### config.mk
export PLATFORM = sky130hd
export DESIGN_NAME = bf2ii_feedback_ctrl
export DESIGN_NICKNAME = d
export VERILOG_FILES = /design/src/rtl/bf2ii_feedback_ctrl.sv
export SDC_FILE = /design/constraint.sdc
export NUM_CORES = 1
export LEC_CHECK = 0
export CORE_ASPECT_RATIO = 0.75
export CORE_MARGIN = 5
export CORE_UTILIZATION = 56
export DETAILED_ROUTE_END_ITERATION = 10
export PLACE_DENSITY = 0.91
export SETUP_SLACK_MARGIN = 0.2
export SLEW_MARGIN = 20
export SYNTH_ARGS = -nofsm -noshare
export SYNTH_HDL_FRONTEND = slang
export SYNTH_SLANG_ARGS = --single-unit
### constraint.sdc
create_clock -name clk -period 3.55 [get_ports clk]
set_input_delay 0.71 -clock clk [delete_from_list [all_inputs] [get_ports clk]]
set_output_delay 0.71 -clock clk [all_outputs]
set_load 0.02 [all_outputs]
### src/rtl/bf2ii_feedback_ctrl.sv
// bf2ii_feedback_ctrl
//   Sequential companion to the radix-2^2 SDF butterfly-II datapath. Holds
//   the depth-D feedback delay line that returns the butterfly's toreg
//   outputs to its fromreg inputs, derives the per-sample s/t control bits
//   from a modulo-4D sample counter, and flags valid/primed/frame-end so the
//   stage can be chained behind its butterfly-I stage.
//
// Parameters
//   data_width  width of each real/imag sample word
//   log2_depth  log2 of the feedback delay D (D = 2**log2_depth, 0..10)
//
// Ports
//   clk         rising-edge clock for all state
//   rst         synchronous, active-high reset
//   in_valid    a sample pair is presented this cycle; state advances only then
//   sync        with in_valid, the current sample becomes index 0 of a frame
//   toreg_r/i   butterfly words to be delayed
//   fromreg_r/i words written D valid samples earlier (0 until primed)
//   s           butterfly select, counter bit [log2_depth]
//   t           trivial-twiddle control, counter bit [log2_depth+1]
//   primed      delay line holds D valid samples since reset/sync
//   out_valid   in_valid and primed
//   frame_last  in_valid on the last sample (4D-1) of a frame
module bf2ii_feedback_ctrl #(
   parameter int data_width = 13,
   parameter int log2_depth = 2
) (
   input  logic                  clk,
   input  logic                  rst,
   input  logic                  in_valid,
   input  logic                  sync,
   input  logic [data_width-1:0] toreg_r,
   input  logic [data_width-1:0] toreg_i,
   output logic [data_width-1:0] fromreg_r,
   output logic [data_width-1:0] fromreg_i,
   output logic                  s,
   output logic                  t,
   output logic                  primed,
   output logic                  out_valid,
   output logic                  frame_last
);

   localparam int DEPTH  = 1 << log2_depth;
   localparam int PTR_W  = (log2_depth > 0) ? log2_depth : 1;
   localparam int CNT_W  = log2_depth + 2;
   localparam int FILL_W = log2_depth + 1;

   logic [CNT_W-1:0]      cnt;
   logic [PTR_W-1:0]      ptr;
   logic [FILL_W-1:0]     fill;
   logic                  primed_q;
   logic [data_width-1:0] mem_r [DEPTH];
   logic [data_width-1:0] mem_i [DEPTH];

   logic [CNT_W-1:0]      cnt_n;
   logic [PTR_W-1:0]      ptr_n;
   logic [FILL_W-1:0]     fill_n;
   logic                  primed_n;
   logic [PTR_W-1:0]      wr_idx;
   logic                  sync_hit;
   logic                  primed_eff;

   // A sync sample restarts the frame at index 0, so it must see the reset
   // view of the control bits and an unprimed (masked) delay line even
   // though the registers still hold the previous frame's state.
   assign sync_hit   = in_valid & sync;
   assign primed_eff = primed_q & ~sync_hit;

   // Read path: purely combinational from the registers. The slot at ptr is
   // the oldest entry, written exactly D valid samples ago, and is read
   // before this cycle's write replaces it.
   always_comb begin
      fromreg_r  = '0;
      fromreg_i  = '0;
      if (primed_eff) begin
         fromreg_r = mem_r[ptr];
         fromreg_i = mem_i[ptr];
      end
      s          = cnt[log2_depth] & ~sync_hit;
      t          = cnt[log2_depth+1] & ~sync_hit;
      primed     = primed_eff;
      out_valid  = in_valid & primed_eff;
      frame_last = in_valid & ~sync & (&cnt);
   end

   // Next-state logic. The counter and pointer widths are exact powers of
   // two, so plain increments give the 4D and D wrap for free; only the D=1
   // case needs the pointer pinned at 0. fill saturates at D and primed is
   // sticky until the next reset or sync.
   always_comb begin
      cnt_n    = cnt;
      ptr_n    = ptr;
      fill_n   = fill;
      primed_n = primed_q;
      wr_idx   = ptr;
      if (sync_hit) begin
         wr_idx   = '0;
         cnt_n    = CNT_W'(1);
         ptr_n    = (DEPTH == 1) ? '0 : PTR_W'(1);
         fill_n   = FILL_W'(1);
         primed_n = (DEPTH == 1);
      end else if (in_valid) begin
         cnt_n = cnt + CNT_W'(1);
         ptr_n = (DEPTH == 1) ? '0 : ptr + PTR_W'(1);
         if (fill != FILL_W'(DEPTH)) begin
            fill_n = fill + FILL_W'(1);
         end
         primed_n = primed_q | (fill_n == FILL_W'(DEPTH));
      end
   end

   // Control state register. Reset wins over in_valid/sync in the same cycle.
   always_ff @(posedge clk) begin
      if (rst) begin
         cnt      <= '0;
         ptr      <= '0;
         fill     <= '0;
         primed_q <= 1'b0;
      end else if (in_valid) begin
         cnt      <= cnt_n;
         ptr      <= ptr_n;
         fill     <= fill_n;
         primed_q <= primed_n;
      end
   end

   // Delay-line storage. Cleared on reset so fromreg is well defined from
   // the first primed cycle; a sync leaves old contents in place because
   // they stay masked by primed until overwritten.
   always_ff @(posedge clk) begin
      if (rst) begin
         for (int k = 0; k < DEPTH; k++) begin
            mem_r[k] <= '0;
            mem_i[k] <= '0;
         end
      end else if (in_valid) begin
         mem_r[wr_idx] <= toreg_r;
         mem_i[wr_idx] <= toreg_i;
      end
   end

endmodule
After elaboration in Yosys (flattened, before gate mapping)
Memories as Yosys holds them, arrays and structs flattened. A register that Yosys moved wholly into a read port is not among the register bits. Index checks and enable logic that the tools add are counted.

Add/subtract/negate cells: 3. $mul: 0. Div/mod/pow operators: 0. $lt $le $gt $ge: 0. Equality and inequality tests: 2. Shift-type cells: 0. Muxes and demuxes: 25. Bitwise operators: 10. Reductions and logical operators: 3.

Operators with widths (count): 13-bit 2-to-1 mux (4); 13-bit OR reduction (2); 2-bit 2-to-1 mux (8); 3-bit 2-to-1 mux (4); 1-bit 2-to-1 mux (8); 1-bit AND (7); 4-bit by 1-bit adder with 4-bit output, second input constant (1); 4-bit 2-to-1 mux (1); 4-bit AND reduction (1); 3-bit by 1-bit adder with 3-bit output, second input constant (1); 3-bit equality test, second input constant (1); 3-bit != test, second input constant (1); 2-bit by 1-bit adder with 2-bit output, second input constant (1); 1-bit NOT (2); 1-bit OR (1).

Register bits: 10. Bits in latches: 0. Bits in writable memories: 104. ROM bits: 0. Bits of input ports: 30. Word-level logic and storage cells: 49. Memories: 2.

Memories: mem_i (depth 4, width 13, read ports 1, clocked after Yosys merged registers in 1, wr ports 4, line 53) `logic [data_width-1:0] mem_i [DEPTH];`; mem_r (depth 4, width 13, read ports 1, clocked after Yosys merged registers in 1, wr ports 4, line 52) `logic [data_width-1:0] mem_r [DEPTH];`.

Longest topological paths before layout
Gate-level depths: netlist of run 1.

Depth after elaboration: 7. Gate-level depth with buffers: 6.

Worst setup path after synthesis of run 1
Ideal clock, no wire load.

Kind: in2reg. Start: input sync. End: memory mem_i[3][0] (enable). Library setup time: 0.415 ns. Data arrival time: 2.345 ns. Data required time: 3.135 ns. Slack: 0.790 ns. Stages on the path: 3. Cells stage by stage: buf_2 > nand3b_1 > o21bai_1.

RTL lines: from (decl) (line 31) `input logic sync,`; to (decl) (line 53).

Worst setup path in the final report of run 1
Start: input in_valid. End: output fromreg_i[0].

Word-level cells in the longest chain between the ends: 4.

Ends and longest elaborated chain: from (decl) (line 30) `input logic in_valid,`; 1-bit AND (line 66) `assign sync_hit = in_valid & sync;`; 1-bit NOT (line 67) `assign primed_eff = primed_q & ~sync_hit;`; 1-bit AND (line 67); 13-bit 2-to-1 mux (line 75) `if (primed_eff) begin`; to (decl) (line 35) `output logic [data_width-1:0] fromreg_i,`.

Every way passes these cells.

==> results of run 1 <==
state kept, by name, indices dropped and copies added (netlist names), named ones only:
register and flops:
fill 3, mem_r 52, cnt 4, ptr 2
primed_q 1, mem_i 52
per-stage QoR:
stage / cells / power [mW]
after CTS: 569 / 3.24
final: 569 / 3.23
after global placement: 538 / 1.84
after floorplan: 360 / 1.75
after detailed placement: 538 / 1.85
after global routing: 569 / 3.33
kinds of logic (layout without fill, tap and decap cells):
| logic type | count (synthesis) | after routing | synth area share (%) |
|---|---|---|---|
| multiplexers | 26 | 26 | 11.1 |
| flip-flops | 116 | 116 | 63.7 |
| AND/OR/NAND/NOR | 164 | 164 | 19.2 |
| buffers and inverters | 30 | 111 | 2.75 |
| AO/OA/AOI/OAI | 21 | 21 | 2.56 |
| adder cells (fa/ha/maj) | 3 | 3 | 0.711 |
power groups by stage:
stage,Combinational (mW),Sequential (mW),Clock (mW)
6_report,0.233,1.59,1.40
5_1_grt,0.253,1.60,1.48
4_1_cts,0.235,1.59,1.41
3_5_place_dp,0.234,1.62,0
3_3_place_gp,0.226,1.61,0
2_1_floorplan,0.143,1.60,0
area by class of cell:
type                            instances  area, um^2
Clock inverter                         10        42.5
Clock buffer                           21         440
Inverter                                5        18.8
Multi-Input combinational cell        214        1780
Sequential cell                       116        3370
Fill cell                             590        2560
Tap cell                              128         160
Timing Repair Buffer                   75         751
synthesized netlist by cell type (all sizes together), types with 4 or more instances:
cell / number
and2: 107
edfxtp: 104
and3: 26
mux4: 26
clkbuf: 14
dfxtp: 12
buf: 11
a21oi: 8
nand2: 7
nor2: 6
inv: 5
nor2b: 4
o21ai: 4
routing by layer:
metal,vias to the layer above,part of all wire (%),routed length (um)
met4,0,0.78,87
met2,129,50,5530
met3,9,9.0,1000
met5,-,0,0
met1,1557,41,4530
li1,1459,-,-
repair_timing:
item	in CTS	in global routing
endpoints found under the setup margin	0	2
resized for setup	0	1
endpoints found under the hold margin	0	0
worst max-delay path, delay by kind of cell:
family	cells	cell delay, ns
buffers and inverters	3	1.46
AND/OR/NAND/NOR	2	0.33
path summary, 6_finish.rpt:
kind	from	slack (ns)	cells after the start	endpoint
setup / recovery	in_valid	0.33	5	fromreg_i[0]
hold reg to reg	cnt[0]	0.53	2	cnt[0]
hold / removal	cnt[0]	0.53	2	cnt[0]
setup reg to reg	ptr[0]	1.69	3	mem_i[1][9]
==> impl_results.md, run 1 <==
* IO Pins at 61
* Distinct cells, synth at 35
* PD cells at 492 nW/um^2
* Vias at 3154
* All-Layer GR Usage at 21.3%
* Half-perimeter wire length after placement at 6840 um
* CTS max path bufs at 2
* CP Launch Type: primary input
* First-pass GRT wire length at 17700 um
* DRC viols at 0
* TritonCTS clock tree: built
* Worst-path clk slew at 0.05 ns
* Post-route cell area at 6560 um^2
* Mapped Nets at 393
* GRT Max-Usage Layer: met2
* Final Cycle Share at 90.6%
* Max Clk Rate at 311 MHz
* Antenna viol nets, final at 0
* Number of synthesized flops with an enable pin at 104
* RSZ-0062 raised after global routing: no
* Final Util at 71.9%
* Sw Ratio at 21.1%
* Mapped Avg Cell Area at 14.7 um^2
* Share of flip-flops with an asynchronous set or reset at 0%
* # setup viols final at 0
* Slew at the pin with the worst max-slew slack at 0.765 ns
* Sequential Power Share at 49.4%
* Vias in the first global route at 3404
* Overflow after GRT at 0
* Most area-hungry cell type in the Yosys netlist: edfxtp_1
* Hold buffer count at cts at 0
* Clock insertion delay at the later pin of the skew report at 0.41 ns
* Area Overhead vs Synth at 24.1%
* Synth warn at 0
* Minimum clock period at 3.22 ns
* Arr. time, crit path at 2.51 ns
* CTS Buf Count at 17
* Final Hold Violating Endpoints at 0
* Commonest cells after routing, fill and taps aside: and2_1 (107), edfxtp_1 (104), clkdlybuf4s50_1 (60)
* Post-DP Area at 6070 um^2
* Commonest non-fill, non-tap cell in the layout: and2_1
* Pin count of the biggest net entering global routing at 31
* Drt first pass iters at 4
* CP max stage cell: clkdlybuf4s50_1
* Top-area cell type share of the netlist area at 59.1%
* Post-DR wirelength/cell at 19.6 um
* Internal power at 2.54 mW
* # H-tree levels at 4
* Port bufs at 60
* Share of layout cells above drive strength 1 at 16.1%
* Largest cells by area after synthesis: edfxtp_1 (59%), and2_1 (13%), mux4_2 (11%)
* Crit-path cells: clkdlybuf4s50_1, nand2_1, buf_4, and3_1, clkdlybuf4s50_1
* GR Layer Usage met1 at 26.2%
* Die H at 94.1 um
* Initial drt markers at 283
* Dpl ws at 0.317 ns
* Sequential area share after synthesis at 63.7%
* Met3 global-route usage at 5.90%
* CP Max Fanout at 30
* Syn Std Cell Area at 5280 um^2
* Post-layout nets at 462
* CP Capture Type: output pin
* Max-slew violations at 0
* FF+latch count, synth at 116
* Combinational power share at 7.2%
* Max-cap violations at 0
* Most used cell, CP: clkdlybuf4s50_1
* Antenna Cells at 0
* Met2 Use GR at 35.7%
* Setup repair bufs after CTS at 0
* Psw at 682 uW
* Slew HR at 49.0%
* Type of the worst setup path: primary input to output pin
* Clk network pwr share at 43.4%
* Status: finished clean
* Hold slack at 0.532 ns
* Ys flop type: edfxtp_1
* Worst endpoint required time at 2.84 ns
* Leakage at 2.50 nW
* Post-route clock skew at 0.00932 ns
* Initial core utilization at 57.9%
* Hold WC Path Type: register to register
* CORE AREA at 9120 um^2
* Antenna violations before repair at 0
* Chip width at 122 um
* Post-Synthesis Cells at 360
* Setup ws final at 0.333 ns
* CP max stage delay at 0.61 ns
* Setup_tns at 0 ns
* Total clock sinks at 116
* Maximum vdd drop at 0.402 mV
* Avg Vias per Cell at 5.54
* Clock root cell: clkbuf_16
* Die ar. at 11500 um^2
* Row cnt at 30
* Final WL at 11200 um
* GPL Wtd Cong at 0.736
No activity file was read; power rests on OpenSTA's default activity.
==> inputs of run 2 (changes only) <==
CTS_CLUSTER_DIAMETER = 30   (was default)
==> results of run 2 <==
Same layout as run 1: the final DEF is identical, and so are final timing and power.
==> inputs of run 3 (changes only) <==
CORE_ASPECT_RATIO = 1.5   (was 0.75)
CORE_UTILIZATION = 51   (was 56)
PLACE_DENSITY = 0.88   (was 0.91)
clock period = 2.7 ns   (was 3.55 ns; I/O delays follow)
==> impl_results.md, run 3 (synthesis results as in run 1) <==
* Final WL at 12300 um (+9.9%)
* Hold Crit Depth at 2 (unchanged)
* Hold Crit Endpoint: cnt[3]
* # setup viols final at 0 (unchanged)
* TritonCTS clock tree: built
* Type of the worst setup path: register to output pin
* Drt first pass iters at 5 (+1)
* Clock insertion delay at the later pin of the skew report at 0.42 ns (about the same)
* Max-cap violations at 0 (unchanged)
* Hold WC Path Type: register to register
* Port bufs at 60 (unchanged)
* PD cells at 689 nW/um^2 (+40%)
* CP Launch Type: register
* Initial drt markers at 265 (-6.4%)
* Worst endpoint required time at 2.16 ns (-0.68 ns)
* Status: finished clean
* Post-route clock skew at 0.00827 ns (-0.00105 ns)
* Setup_tns at 0 ns (unchanged)
* Post-DR wirelength/cell at 21.5 um (+9.7%)
* Reg-to-reg endpoint: mem_i[0][0]
* Antenna violations before repair at 0 (unchanged)
* Arr. time, crit path at 1.98 ns (-0.53 ns)
* Pin count of the biggest net entering global routing at 27 (-13%)
* Commonest cells after routing, fill and taps aside: and2_1 (107), edfxtp_1 (104), clkdlybuf4s50_1 (29)
* CP Capture Type: output pin
* CTS max path bufs at 2 (unchanged)
* Fillers at 665 (+13%)
* Minimum clock period at 2.52 ns
* Vias in the first global route at 3575 (+5.0%)
* Half-perimeter wire length after placement at 7060 um (+3.3%)
* Overflow after GRT at 0 (unchanged)
* Final Cycle Share at 93.3%
* Antenna Cells at 0 (unchanged)
* Largest regs: mem_i: 52 flops, mem_r: 52 flops, cnt: 4 flops
* # H-tree levels at 4 (unchanged)
* Clock root cell: clkbuf_16
* Max-slew violations at 0 (unchanged)
* IO Pins at 61 (unchanged)
* Post-DP Area at 6100 um^2 (+0.52%)
* Post-layout nets at 473 (+2.4%)
* CORE AREA at 10100 um^2 (+11%)
* R2R Path Start: ptr[0]
* All-Layer GR Usage at 20.4% (-0.86 points)
* DRC viols at 0 (unchanged)
* Final Hold Violating Endpoints at 0 (unchanged)
* HP Start: cnt[3]
* Initial core utilization at 52.1% (-5.8 points)
* Dpl ws at 0.0579 ns (-0.259 ns)
* Worst-path clk slew at 0.05 ns (about the same)
* Max Clk Rate at 397 MHz
* Chip width at 93.1 um (-24%)
* Die ar. at 12500 um^2 (+9.0%)
* Die H at 135 um (+43%)
* Avg Vias per Cell at 5.81 (+4.8%)
* Row cnt at 45 (+50%)
* Setup ws final at 0.180 ns (-0.153 ns)
* Total clock sinks at 116 (unchanged)
* Share of layout cells above drive strength 1 at 25.6% (+9.5 points)
* Maximum vdd drop at 0.552 mV (+37%)
* GPL Wtd Cong at 0.735 (-0.23%)
* Antenna viol nets, final at 0 (unchanged)
* R2R cell count at 3 (unchanged)
* Commonest non-fill, non-tap cell in the layout: and2_1
* First-pass GRT wire length at 18800 um (+5.9%)
* Hold slack at 0.540 ns (+0.00886 ns)
* Leakage at 2.66 nW (+6.6%)
* Slew at the pin with the worst max-slew slack at 0.753 ns (-0.0123 ns)
* Post-route cell area at 6640 um^2 (+1.3%)
* Slew HR at 49.8% (+0.82 points)
* Area Overhead vs Synth at 25.7%
* R2r setup slk at 1.10 ns (-0.59 ns)
* Vias at 3310 (+4.9%)
* CTS Buf Count at 17 (unchanged)
* RSZ-0062 raised after global routing: yes
* CP Max Fanout at 5 (-83%)
## run 3: cell types whose count changed in the layout (fill, tap and decap cells not counted), sizes merged
cell           before  now
dlygate4sd2         0    5
clkbuf             21   46
clkinvlp            0    4
clkinv             10    8
buf                15   24
clkdlybuf4s50      60   29
bufinv              0    2
## run 3: report_power, final
group	leakage [nW]	switching (mW)	internal, mW
clock	0.267	0.787	1.34
sequential	1.18	0.0348	2.06
combinational	1.22	0.167	0.185
## run 3: routing by layer
layer	routed length (um)	global-route usage, %	vias up
met4	307	12.1	0
met3	681	5.91	24
met5	0	0	-
li1	-	-	1492
met1	4580	22.4	1662
met2	6690	34.9	132
## run 3: how the worst max path moves through the flow
stage | start | to | slack, ns | cells after the start
6_report | register | fromreg_i[6] | 0.18 | 5
5_1_grt | register | fromreg_i[6] | 0.13 | 5
4_1_cts | register | fromreg_i[6] | 0.07 | 4
3_5_place_dp | in_valid | fromreg_r[11] | 0.06 | 5
3_3_place_gp | sync | fromreg_r[11] | 0.05 | 5
2_1_floorplan | sync | mem_i[2][0] | 0.60 | 5
## run 3: per-stage QoR
step | std cells | total power, mW | utilization (%)
CTS | 565 | 4.56 | 65.4
floorplan | 360 | 2.30 | -
finish | 570 | 4.57 | 65.5
global placement | 533 | 2.42 | 60.2
global route | 570 | 4.72 | 65.5
detailed placement | 533 | 2.44 | 60.2
## run 3: worst max-delay path: stages (launching register included)
cell and delay [ns]:
dfxtp_4 0.40, buf_4 0.14, buf_12 0.12, mux4_2 0.54, and3_1 0.20, clkbuf_2 0.15
## run 3: layout make-up
cell class	count	area, um^2	area share, %
timing repair buffer	86	764	11.5
tap	117	146	2.20
sequential	116	3370	50.7
clock inverter	14	139	2.09
multi-input combinational	214	1780	26.8
inverter	5	18.8	0.283
clock buffer	18	429	6.46
## run 3: repair_timing
item                       in CTS  in global routing
buffers inserted                0                  2
hold buffers                    0                  0
hold endpoints to repair        0                  0
gates cloned                    0                  3
gates resized for setup        31                 57
setup endpoints to repair      31                 26
